## src/rtl/mips_pkg.sv

```systemverilog
// Shared definitions for the instruction fetch front end: reset defaults,
// FSM state encoding and the FIFO entry layout.
package mips_pkg;

    localparam logic [31:0] RESET_PC_DEFAULT  = 32'h0000_0000;
    localparam logic [31:0] HALT_WORD_DEFAULT = 32'hFC00_0000;

    typedef enum logic {
        ST_RUN  = 1'b0,
        ST_HALT = 1'b1
    } fetch_state_t;

    typedef struct packed {
        logic [31:0] pc;
        logic [31:0] instr;
    } fetch_entry_t;

    // Sequential fetch address; 32-bit add wraps naturally at the top of memory.
    function automatic logic [31:0] pc_plus4(input logic [31:0] pc);
        return pc + 32'd4;
    endfunction

    function automatic logic [31:0] word_align(input logic [31:0] addr);
        return addr & 32'hFFFF_FFFC;
    endfunction

endpackage

```

## src/rtl/fetch_fifo.sv

```systemverilog
// Two-entry shift-style FIFO of {pc, instr}; the head entry is always a
// register so downstream never sees a combinational path from memory.
module fetch_fifo
    import mips_pkg::*;
(
    input  logic         clk,
    input  logic         rst_n,
    input  logic         push,
    input  logic         pop,
    input  logic         flush,
    input  fetch_entry_t din,
    output fetch_entry_t head,
    output logic         head_valid,
    output logic         full,
    output logic         empty
);

    fetch_entry_t head_r, tail_r, head_next_s, tail_next_s;
    logic         head_vld_r, tail_vld_r, head_vld_next_s, tail_vld_next_s;

    // Next-state for the two slots; a pop shifts the tail into the head.
    always_comb begin
        head_next_s     = head_r;
        tail_next_s     = tail_r;
        head_vld_next_s = head_vld_r;
        tail_vld_next_s = tail_vld_r;
        if (flush) begin
            head_vld_next_s = 1'b0;
            tail_vld_next_s = 1'b0;
        end else if (push && pop) begin
            if (tail_vld_r) begin
                head_next_s = tail_r;
                tail_next_s = din;
            end else begin
                head_next_s     = din;
                head_vld_next_s = 1'b1;
            end
        end else if (push) begin
            if (!head_vld_r) begin
                head_next_s     = din;
                head_vld_next_s = 1'b1;
            end else if (!tail_vld_r) begin
                tail_next_s     = din;
                tail_vld_next_s = 1'b1;
            end else begin
                tail_next_s = tail_r;
            end
        end else if (pop) begin
            if (tail_vld_r) begin
                head_next_s     = tail_r;
                tail_vld_next_s = 1'b0;
            end else begin
                head_vld_next_s = 1'b0;
            end
        end else begin
            head_next_s = head_r;
        end
    end

    // Slot storage and valid flags.
    always_ff @(posedge clk or negedge rst_n) begin
        if (!rst_n) begin
            head_r     <= '0;
            tail_r     <= '0;
            head_vld_r <= 1'b0;
            tail_vld_r <= 1'b0;
        end else begin
            head_r     <= head_next_s;
            tail_r     <= tail_next_s;
            head_vld_r <= head_vld_next_s;
            tail_vld_r <= tail_vld_next_s;
        end
    end

    assign head       = head_r;
    assign head_valid = head_vld_r;
    assign full       = tail_vld_r;
    assign empty      = ~head_vld_r;

endmodule

```

## src/rtl/fetch_unit.sv

```systemverilog
// Instruction fetch: PC register, RUN/HALT control and a 2-entry output
// buffer, with redirect flush and halt-on-magic-word.
module fetch_unit
    import mips_pkg::*;
#(
    parameter logic [31:0] RESET_PC  = RESET_PC_DEFAULT,
    parameter logic [31:0] HALT_WORD = HALT_WORD_DEFAULT
) (
    input  logic        clk,
    input  logic        rst_n,
    output logic [31:0] imem_addr,
    input  logic [31:0] imem_instr,
    output logic        out_valid,
    input  logic        out_ready,
    output logic [31:0] out_instr,
    output logic [31:0] out_pc,
    input  logic        redirect_valid,
    input  logic [31:0] redirect_pc,
    output logic        halted
);

    logic [31:0]  pc_r, pc_next_s;
    fetch_state_t state_r, state_next_s;
    fetch_entry_t push_entry_s, head_s;
    logic         fire_s, pop_s, full_s, empty_s, head_valid_s;

    assign pop_s        = head_valid_s & out_ready;
    assign push_entry_s = '{pc: pc_r, instr: imem_instr};

    // Fetch decision, next PC and next FSM state; redirect overrides everything.
    always_comb begin
        fire_s       = 1'b0;
        pc_next_s    = pc_r;
        state_next_s = state_r;
        case (state_r)
            ST_RUN: begin
                if (!redirect_valid && (!full_s || pop_s)) begin
                    fire_s = 1'b1;
                end else begin
                    fire_s = 1'b0;
                end
            end
            ST_HALT: fire_s = 1'b0;
            default: fire_s = 1'b0;
        endcase
        if (redirect_valid) begin
            pc_next_s    = word_align(redirect_pc);
            state_next_s = ST_RUN;
        end else if (fire_s) begin
            pc_next_s = pc_plus4(pc_r);
            if (imem_instr == HALT_WORD) begin
                state_next_s = ST_HALT;
            end else begin
                state_next_s = state_r;
            end
        end else begin
            pc_next_s = pc_r;
        end
    end

    // PC and FSM state registers.
    always_ff @(posedge clk or negedge rst_n) begin
        if (!rst_n) begin
            pc_r    <= RESET_PC;
            state_r <= ST_RUN;
        end else begin
            pc_r    <= pc_next_s;
            state_r <= state_next_s;
        end
    end

    fetch_fifo u_fifo (
        .clk        (clk),
        .rst_n      (rst_n),
        .push       (fire_s),
        .pop        (pop_s),
        .flush      (redirect_valid),
        .din        (push_entry_s),
        .head       (head_s),
        .head_valid (head_valid_s),
        .full       (full_s),
        .empty      (empty_s)
    );

    assign imem_addr = pc_r;
    assign out_valid = head_valid_s & ~empty_s;
    assign out_instr = head_s.instr;
    assign out_pc    = head_s.pc;
    assign halted    = (state_r == ST_HALT);

endmodule

```

## config.mk

```make
export PLATFORM = sky130hd
export DESIGN_NAME = fetch_unit
export DESIGN_NICKNAME = d
export VERILOG_FILES = /design/src/rtl/mips_pkg.sv /design/src/rtl/fetch_fifo.sv /design/src/rtl/fetch_unit.sv
export SDC_FILE = /design/constraint.sdc
export NUM_CORES = 1
export LEC_CHECK = 0
export BUFFER_PORTS_ARGS = -buffer_cell sky130_fd_sc_hd__buf_2
export CAP_MARGIN = 20
export CORE_ASPECT_RATIO = 1.4
export CORE_MARGIN = 3
export CORE_UTILIZATION = 54
export DETAILED_ROUTE_END_ITERATION = 10
export GPL_TIMING_DRIVEN = 0
export PLACE_DENSITY = 0.82
export SYNTH_ARGS = -nofsm -noshare
export SYNTH_HDL_FRONTEND = slang
export SYNTH_SLANG_ARGS = --single-unit
```

## constraint.sdc

```tcl
create_clock -name clk -period 2 [get_ports clk]
set_input_delay 0.1 -clock clk [delete_from_list [all_inputs] [get_ports clk]]
set_output_delay 0.1 -clock clk [all_outputs]
set_load 0.02 [all_outputs]
```

==> metrics.log, run 1 <==
INFO  metric detailroute.via_count = between 6000 and 7000
INFO  metric die_width = around 100 microns
INFO  metric drt-pass1-iter-count = 7
INFO  metric clock_tree.htree_level_count = 4
INFO  metric final.min_clock_period = approximately 2.0 ns
INFO  metric critPathKind = reg -> reg
INFO  metric power.total = 0.0109 W
INFO  metric finClkSkew = 0.0100 ns
INFO  metric whs = about 0.10 ns
INFO  metric gp_congestion = 0.897
INFO  metric regArea = approximately 4000 sq um
INFO  metric finalNetCount = 972
INFO  metric routed_wirelength_normalized_by_instance_count = 19.4 microns
INFO  metric post-place-cells = ~1000
INFO  metric slew_headroom = 0.622
INFO  metric cts-root-to-sink-buffers = 2
INFO  metric design.portCount = 166
INFO  metric flow.area_growth_from_synthesis = 33.5%
INFO  metric yosysSeqAreaShare = 0.554
INFO  metric report.final.slew_viol_count = 0
INFO  metric initial_util = 0.559
INFO  metric clockRootBuffer = clkbuf_16
INFO  metric core = 13000 sq um
INFO  metric proportion_of_layout_cells_with_a_drive_suffix_above_1 = 0.340
INFO  metric result_of_the_run = completed
INFO  metric grt_start_max_net_pins = around 100
INFO  metric synth-async-reset-ratio = 1.00
INFO  metric setup_viol_count_final = 0
INFO  metric critPathCaptureType = flop
INFO  metric worstSetupStartpointType = flop
INFO  metric max-vdd-ir-drop = 672 uV
INFO  metric avgSynthCellArea = 11.1 sq um
INFO  metric clock_tree_from_tritoncts = built
INFO  metric fmax = 510 MHz
INFO  metric wl = 21200 microns
INFO  metric post_synth_num_cell_types = 51
INFO  metric rsz0062_at_grt = true
INFO  metric clkLatencyLatePin = 0.42 ns
INFO  metric clkSinkCount = 161
INFO  metric multi_input_gate_area = 3080 sq um
INFO  metric placementRows = between 40 and 50
INFO  metric synthesis_warning_total = 0
INFO  metric globalRouteOverflowTotal = 0
INFO  metric post-route-drc-count = 0
INFO  metric diodes = 0
INFO  metric path_clk_slew = 0.06 ns
INFO  metric grt_antenna_before_repair = 0
INFO  metric synth.ff_latch_count = approximately 160
INFO  metric number_of_flops_mapped_to_enable_cells_by_yosys = 0
INFO  metric placedInstanceArea = 8330 sq um
INFO  metric die_area = 14900 sq um
INFO  metric power.leakage = between 4 and 5 nW
INFO  metric postLayoutCellArea = 9700 sq um
INFO  metric track_usage = 0.285
INFO  metric worst_ep_arrival_time = between 2 and 2.5 ns
INFO  metric timing_worst_slew_pin_value = 0.567 ns
INFO  metric cts-buffers-inserted = 17
INFO  metric hold_violations = 0
INFO  metric final_std_cells_w_o_fill = 1094
INFO  metric initialDrtViolationCount = 419
INFO  metric port-buffer-count = between 150 and 200
INFO  metric first_global_vias = 6722
INFO  metric post-route-period-util = 0.980
INFO  metric postLayoutCoreUtil = 0.747
INFO  metric vias_per_cell = 5.78
INFO  metric power.density = between 1000 and 1500 nW/um^2
INFO  metric max_cap_viol_count = 0
INFO  metric die_h = 143 microns
INFO  metric ant_nets = 0
INFO  metric global_route_wire_length_before_repair = 33800 microns
INFO  metric worst_ep_required_time = 2.26 ns
INFO  metric critical_path.max_fanout = 8
INFO  metric dp.final_hpwl = 14100 microns
INFO  metric ys.flop_type = dfrtp_1
INFO  metric min-delay-path-class = in -> reg
INFO  metric syn-instance-count = 653
INFO  metric fill_cells = around 880
INFO  metric mappedNetlistArea = 7270 sq um
-- per-layer routing --
layer  track usage  vias up  part of all wire
met5             0        -                 0
met1         0.327     3111              0.39
met3        0.0678       49             0.063
met2         0.513      304              0.52
met4         0.120        0             0.026
li1              -     2855                 -
-- critical path, stage by stage, from the launching register on --
cell,delay [ns]
dfrtp_2,0.46
ha_1,0.27
nand3_2,0.15
nor4_4,0.34
nand4_1,0.20
o211ai_1,0.20
o311ai_0,0.18
-- sequential cells by signal (all words and copies together) (netlist names) --
| register | count |
|---|---|
| u_fifo.full | 1 |
| u_fifo.head_valid | 1 |
| halted | 1 |
| imem_addr | 30 |
| u_fifo.tail_r | 64 |
| u_fifo.head | 64 |
-- synth_stat cells (2+ instances only) --
master	n	share of area
inv_1	6	0.0031
xor2_1	4	0.0048
mux2_2	58	0.090
clkbuf_1	10	0.0052
buf_2	21	0.014
a31oi_1	2	0.0017
o311ai_0	18	0.022
or3_1	3	0.0026
buf_4	3	0.0031
mux2i_1	64	0.088
a21oi_1	65	0.045
o211ai_1	13	0.013
and3_1	3	0.0026
nand4_1	9	0.0077
buf_1	8	0.0041
and2_1	3	0.0026
o21ai_0	15	0.010
nor2_1	75	0.039
nand2b_1	3	0.0026
nand2_1	51	0.026
nand3_1	19	0.013
nor4_1	8	0.0069
dfrtp_1	161	0.55
nor3_1	3	0.0021
or4_1	2	0.0021
-- kinds of logic after synthesis --
logic type	synth area share
XOR/XNOR	0.00603
AO/OA/AOI/OAI	0.106
buffers and inverters	0.0305
multiplexers	0.178
flip-flops	0.554
adder cells (fa/ha/maj)	0.00172
AND/OR/NAND/NOR	0.123
other	0.000516
-- layout make-up --
type | count | area share
sequential | 161 | 0.416
multi-input combinational | 444 | 0.317
timing repair buffer | 230 | 0.156
clock buffer | 17 | 0.0438
buffer | 42 | 0.0242
tap | 178 | 0.0230
clock inverter | 15 | 0.0174
inverter | 7 | 0.00271
-- final timing paths --
kind / startpoint / to / slack [ns] / cells past startpoint
min in group asynchronous: rst_n / u_fifo.tail_r[7] / 0.22 / 2
hold reg to reg: u_fifo.tail_r[32] / u_fifo.tail_r[32] / 0.49 / 1
setup reg to reg: imem_addr[3] / imem_addr[28] / 0.04 / 6
hold / removal: out_ready / u_fifo.full / 0.10 / 4
max in group asynchronous: rst_n / u_fifo.head[33] / 0.88 / 3
setup / recovery: imem_addr[3] / imem_addr[28] / 0.04 / 6
-- where the power goes --
part	total, W	internal, W	leakage, nW	switching [W]
registers	0.00471	0.00412	1.89	0.000591
logic	0.00293	0.00124	2.35	0.00169
clock network	0.00330	0.00188	0.284	0.00143
total	0.0109	0.00723	4.52	0.00371
-- layout by cell type, fill, tap and decap left out, types with 4 or more instances in the layout --
master and n:
dlygate4sd3_1 63, inv_6 7, nand3_1 17, nor2_1 74, inv_1 6, nor4_1 7, nand2_1 51, nand4_1 9
dfrtp_2 4, clkbuf_1 5, clkbuf_2 6, o211ai_1 13, mux2i_1 64, o21ai_0 15, clkbuf_16 17, o311ai_0 15
buf_4 11, dfrtp_1 157, mux2_2 58, xor2_1 4, clkbuf_4 8, a21oi_1 65, buf_2 176
-- per-stage QoR --
stage	worst slack, ns	setup TNS (ns)
after detailed placement	-0.416	-20.16
after CTS	0.00245	0
after floorplan	0.0819	0
final	0.0394	0
after global routing	-0.0238	-0.0238
after global placement	-1.41	-237.93
-- what timing repair did --
| item | CTS | global route |
|---|---|---|
| buffers inserted | 0 | 5 |
| gates cloned | 0 | 1 |
| pin swaps | 0 | 3 |
| gates resized for setup | 14 | 34 |
| hold buffers | 63 | 0 |
| endpoints found under the hold margin | 121 | 0 |
| setup endpoints to repair | 72 | 107 |
Note: power is estimated with default switching activity, not from simulation.
==> run 2, diff against run 1 <==
- BUFFER_PORTS_ARGS: -buffer_cell sky130_fd_sc_hd__buf_2 -> -buffer_cell sky130_fd_sc_hd__clkbuf_2
==> run 2 against run 1 <==
Compared with the run above: power grew 0.26%; combinational power is essentially flat; via count grew 0.70%; routed wire length shrank 0.94%; cell count is essentially flat; clock skew shrank 0.0041 ns; maximum frequency grew 1.2%; critical endpoint is now imem_addr[19]; global-route usage grew 0.11 points; sequential share of layout area shrank 0.14 points; worst hold slack gained 0.0073 ns.
==> metrics.log, run 2 (synthesis results as in run 1) <==
INFO  metric result_of_the_run = completed
INFO  metric track_usage = 0.286 (+0.00108)
INFO  metric wl = 21000 microns (-0.94%)
INFO  metric max_cap_viol_count = 0 (unchanged)
INFO  metric proportion_of_layout_cells_with_a_drive_suffix_above_1 = 0.341 (+0.00181)
INFO  metric post-place-cells = 993 (unchanged)
INFO  metric globalRouteOverflowTotal = 0 (unchanged)
INFO  metric final_std_cells_w_o_fill = 1095 (+0.091%)
INFO  metric power.density = 1130 nW/um^2 (-0.11%)
INFO  metric fmax = 516 MHz (+1.2%)
INFO  metric clockRootBuffer = clkbuf_16
INFO  metric die_area = 14900 sq um (unchanged)
INFO  metric final.min_clock_period = 1.94 ns (-0.0236 ns)
INFO  metric flow.area_growth_from_synthesis = 34.0%
INFO  metric initial_util = 0.559 (unchanged)
INFO  metric port-buffer-count = 160 (unchanged)
INFO  metric critPathCaptureType = flop
INFO  metric first_global_vias = 6733 (+0.16%)
INFO  metric clock_tree_from_tritoncts = built
INFO  metric detailroute.via_count = 6363 (+0.70%)
INFO  metric gp_congestion = 0.887 (-1.2%)
INFO  metric dp.final_hpwl = 14000 microns (-0.26%)
INFO  metric die_width = 104 microns (unchanged)
INFO  metric critPathKind = reg -> reg
INFO  metric fill_cells = 880 (-0.11%)
INFO  metric ant_nets = 0 (unchanged)
INFO  metric max-vdd-ir-drop = 685 uV (+1.9%)
INFO  metric max_stage_delay = 0.37 ns (-0.09 ns)
INFO  metric critical_path.max_fanout = 10 (+2)
INFO  metric finalNetCount = 974 (+0.21%)
INFO  metric setup_viol_count_final = 0 (unchanged)
INFO  metric critical_path_cell_list = buf_2, nand2_1, nor2_4, nand3_4, o311a_1, a211o_1
INFO  metric path_clk_slew = 0.06 ns (about the same)
INFO  metric clkLatencyLatePin = 0.42 ns (about the same)
INFO  metric layout.cells.most_common_list = clkbuf_2, dfrtp_1, nor2_1
INFO  metric cts-root-to-sink-buffers = 2 (unchanged)
INFO  metric clock_tree.htree_level_count = 4 (unchanged)
INFO  metric post-route-period-util = 0.969 (-0.0118)
INFO  metric grt_antenna_before_repair = 0 (unchanged)
INFO  metric min-delay-path-class = in -> reg
INFO  metric design.portCount = 166 (unchanged)
INFO  metric post-route-drc-count = 0 (unchanged)
INFO  metric power.leakage = 4.57 nW (+1.0%)
INFO  metric clkSinkCount = 161 (unchanged)
INFO  metric slew_headroom = 0.561 (-0.0608)
INFO  metric global_route_wire_length_before_repair = 33800 microns (+0.14%)
INFO  metric finClkSkew = 0.00592 ns (-0.00411 ns)
INFO  metric cts-buffers-inserted = 17 (unchanged)
INFO  metric routed_wirelength_normalized_by_instance_count = 19.2 microns (-1.0%)
INFO  metric worstSetupStartpointType = flop
INFO  metric hold_violations = 0 (unchanged)
INFO  metric placedInstanceArea = 8330 sq um (about the same)
INFO  metric layout_commonest_cell = clkbuf_2
INFO  metric initialDrtViolationCount = 366 (-13%)
INFO  metric die_h = 143 microns (unchanged)
INFO  metric placementRows = 49 (unchanged)
INFO  metric drt-pass1-iter-count = 5 (-2)
INFO  metric postLayoutCellArea = 9740 sq um (+0.37%)
INFO  metric timing_worst_slew_pin_value = 0.659 ns (+0.0912 ns)
INFO  metric timing.critical_path.slowest_stage_cell = dfrtp_1
INFO  metric worst_ep_arrival_time = 2.24 ns (+0.02 ns)
INFO  metric worst_ep_required_time = 2.31 ns (+0.05 ns)
INFO  metric vias_per_cell = 5.81 (+0.60%)
INFO  metric core = 13000 sq um (unchanged)
INFO  metric power.total = 0.0110 W (+0.26%)
INFO  metric diodes = 0 (unchanged)
INFO  metric report.final.slew_viol_count = 0 (unchanged)
INFO  metric rsz0062_at_grt = true
INFO  metric grt_start_max_net_pins = 104 (unchanged)
-- run 2: changes by cell type in the layout (fill, tap and decap cells not counted), sizes merged --
cell | previous run | this run
buf | 190 | 35
clkbuf | 36 | 194
clkinv | 3 | 7
bufinv | 2 | 3
inv | 14 | 7
-- run 2: worst paths after layout --
| check | slack (ns) | endpoint | cells past startpoint | startpoint |
|---|---|---|---|---|
| max | 0.06 | imem_addr[19] | 6 | imem_addr[8] |
| max reg2reg | 0.06 | imem_addr[19] | 6 | imem_addr[8] |
| max in group asynchronous | 0.91 | imem_addr[6] | 3 | rst_n |
| min reg2reg | 0.49 | u_fifo.tail_r[32] | 1 | u_fifo.tail_r[32] |
| min | 0.11 | u_fifo.full | 4 | out_ready |
| min in group asynchronous | 0.23 | u_fifo.tail_r[14] | 2 | rst_n |
-- run 2: area by class of cell --
| class | count | area, sq um | area share |
|---|---|---|---|
| plain buffers | 41 | 229 | 0.0235 |
| clock buffers | 18 | 439 | 0.0451 |
| clock inverters | 13 | 163 | 0.0167 |
| inverters | 7 | 26.3 | 0.00270 |
| multi-input cells | 444 | 3090 | 0.317 |
| flip-flops and latches | 161 | 4040 | 0.414 |
| well taps | 178 | 223 | 0.0229 |
| repair buffers | 233 | 1540 | 0.158 |
-- run 2: through the flow --
step	setup TNS [ns]	utilization	setup slack, ns	hold WS (ns)
6_report	0	0.749	0.0630	0.112
4_1_cts	0	0.741	0.00835	0.0765
2_1_floorplan	0	-	0.0819	-0.196
3_5_place_dp	-20.39	0.641	-0.417	0.107
3_3_place_gp	-305.77	0.638	-1.83	0.319
5_1_grt	-0.164	0.749	-0.0575	0.137
-- run 2: metal layers --
layer  vias to the layer above  global-route usage  share of wire
li1                       2850                   -              -
met1                      3134               0.337           0.39
met3                        67              0.0606          0.063
met2                       312               0.504           0.52
met5                         -                   0              0
met4                         0               0.135          0.034
-- run 2: what timing repair did --
item,CTS,global route
gates resized for setup,17,27
endpoints found under the setup margin,75,96
endpoints found under the hold margin,120,0
pin swaps,1,4
hold buffers,63,0
cloned,0,1
buffers inserted,4,4
-- run 2: report_power, final --
part           internal (W)  total, W  switching, W  leakage [nW]
logic               0.00124   0.00294       0.00170          2.39
clock network       0.00199   0.00331       0.00132         0.288
registers           0.00412   0.00472      0.000596          1.89
-- run 2: worst max-delay path, delay by kind of cell (launching register included) --
kind,cells,cell delay (ns)
buffers and inverters,1,0.23
AOI/OAI and AO/OA,2,0.62
and+or+nand+nor,3,0.60
DFF,1,0.37
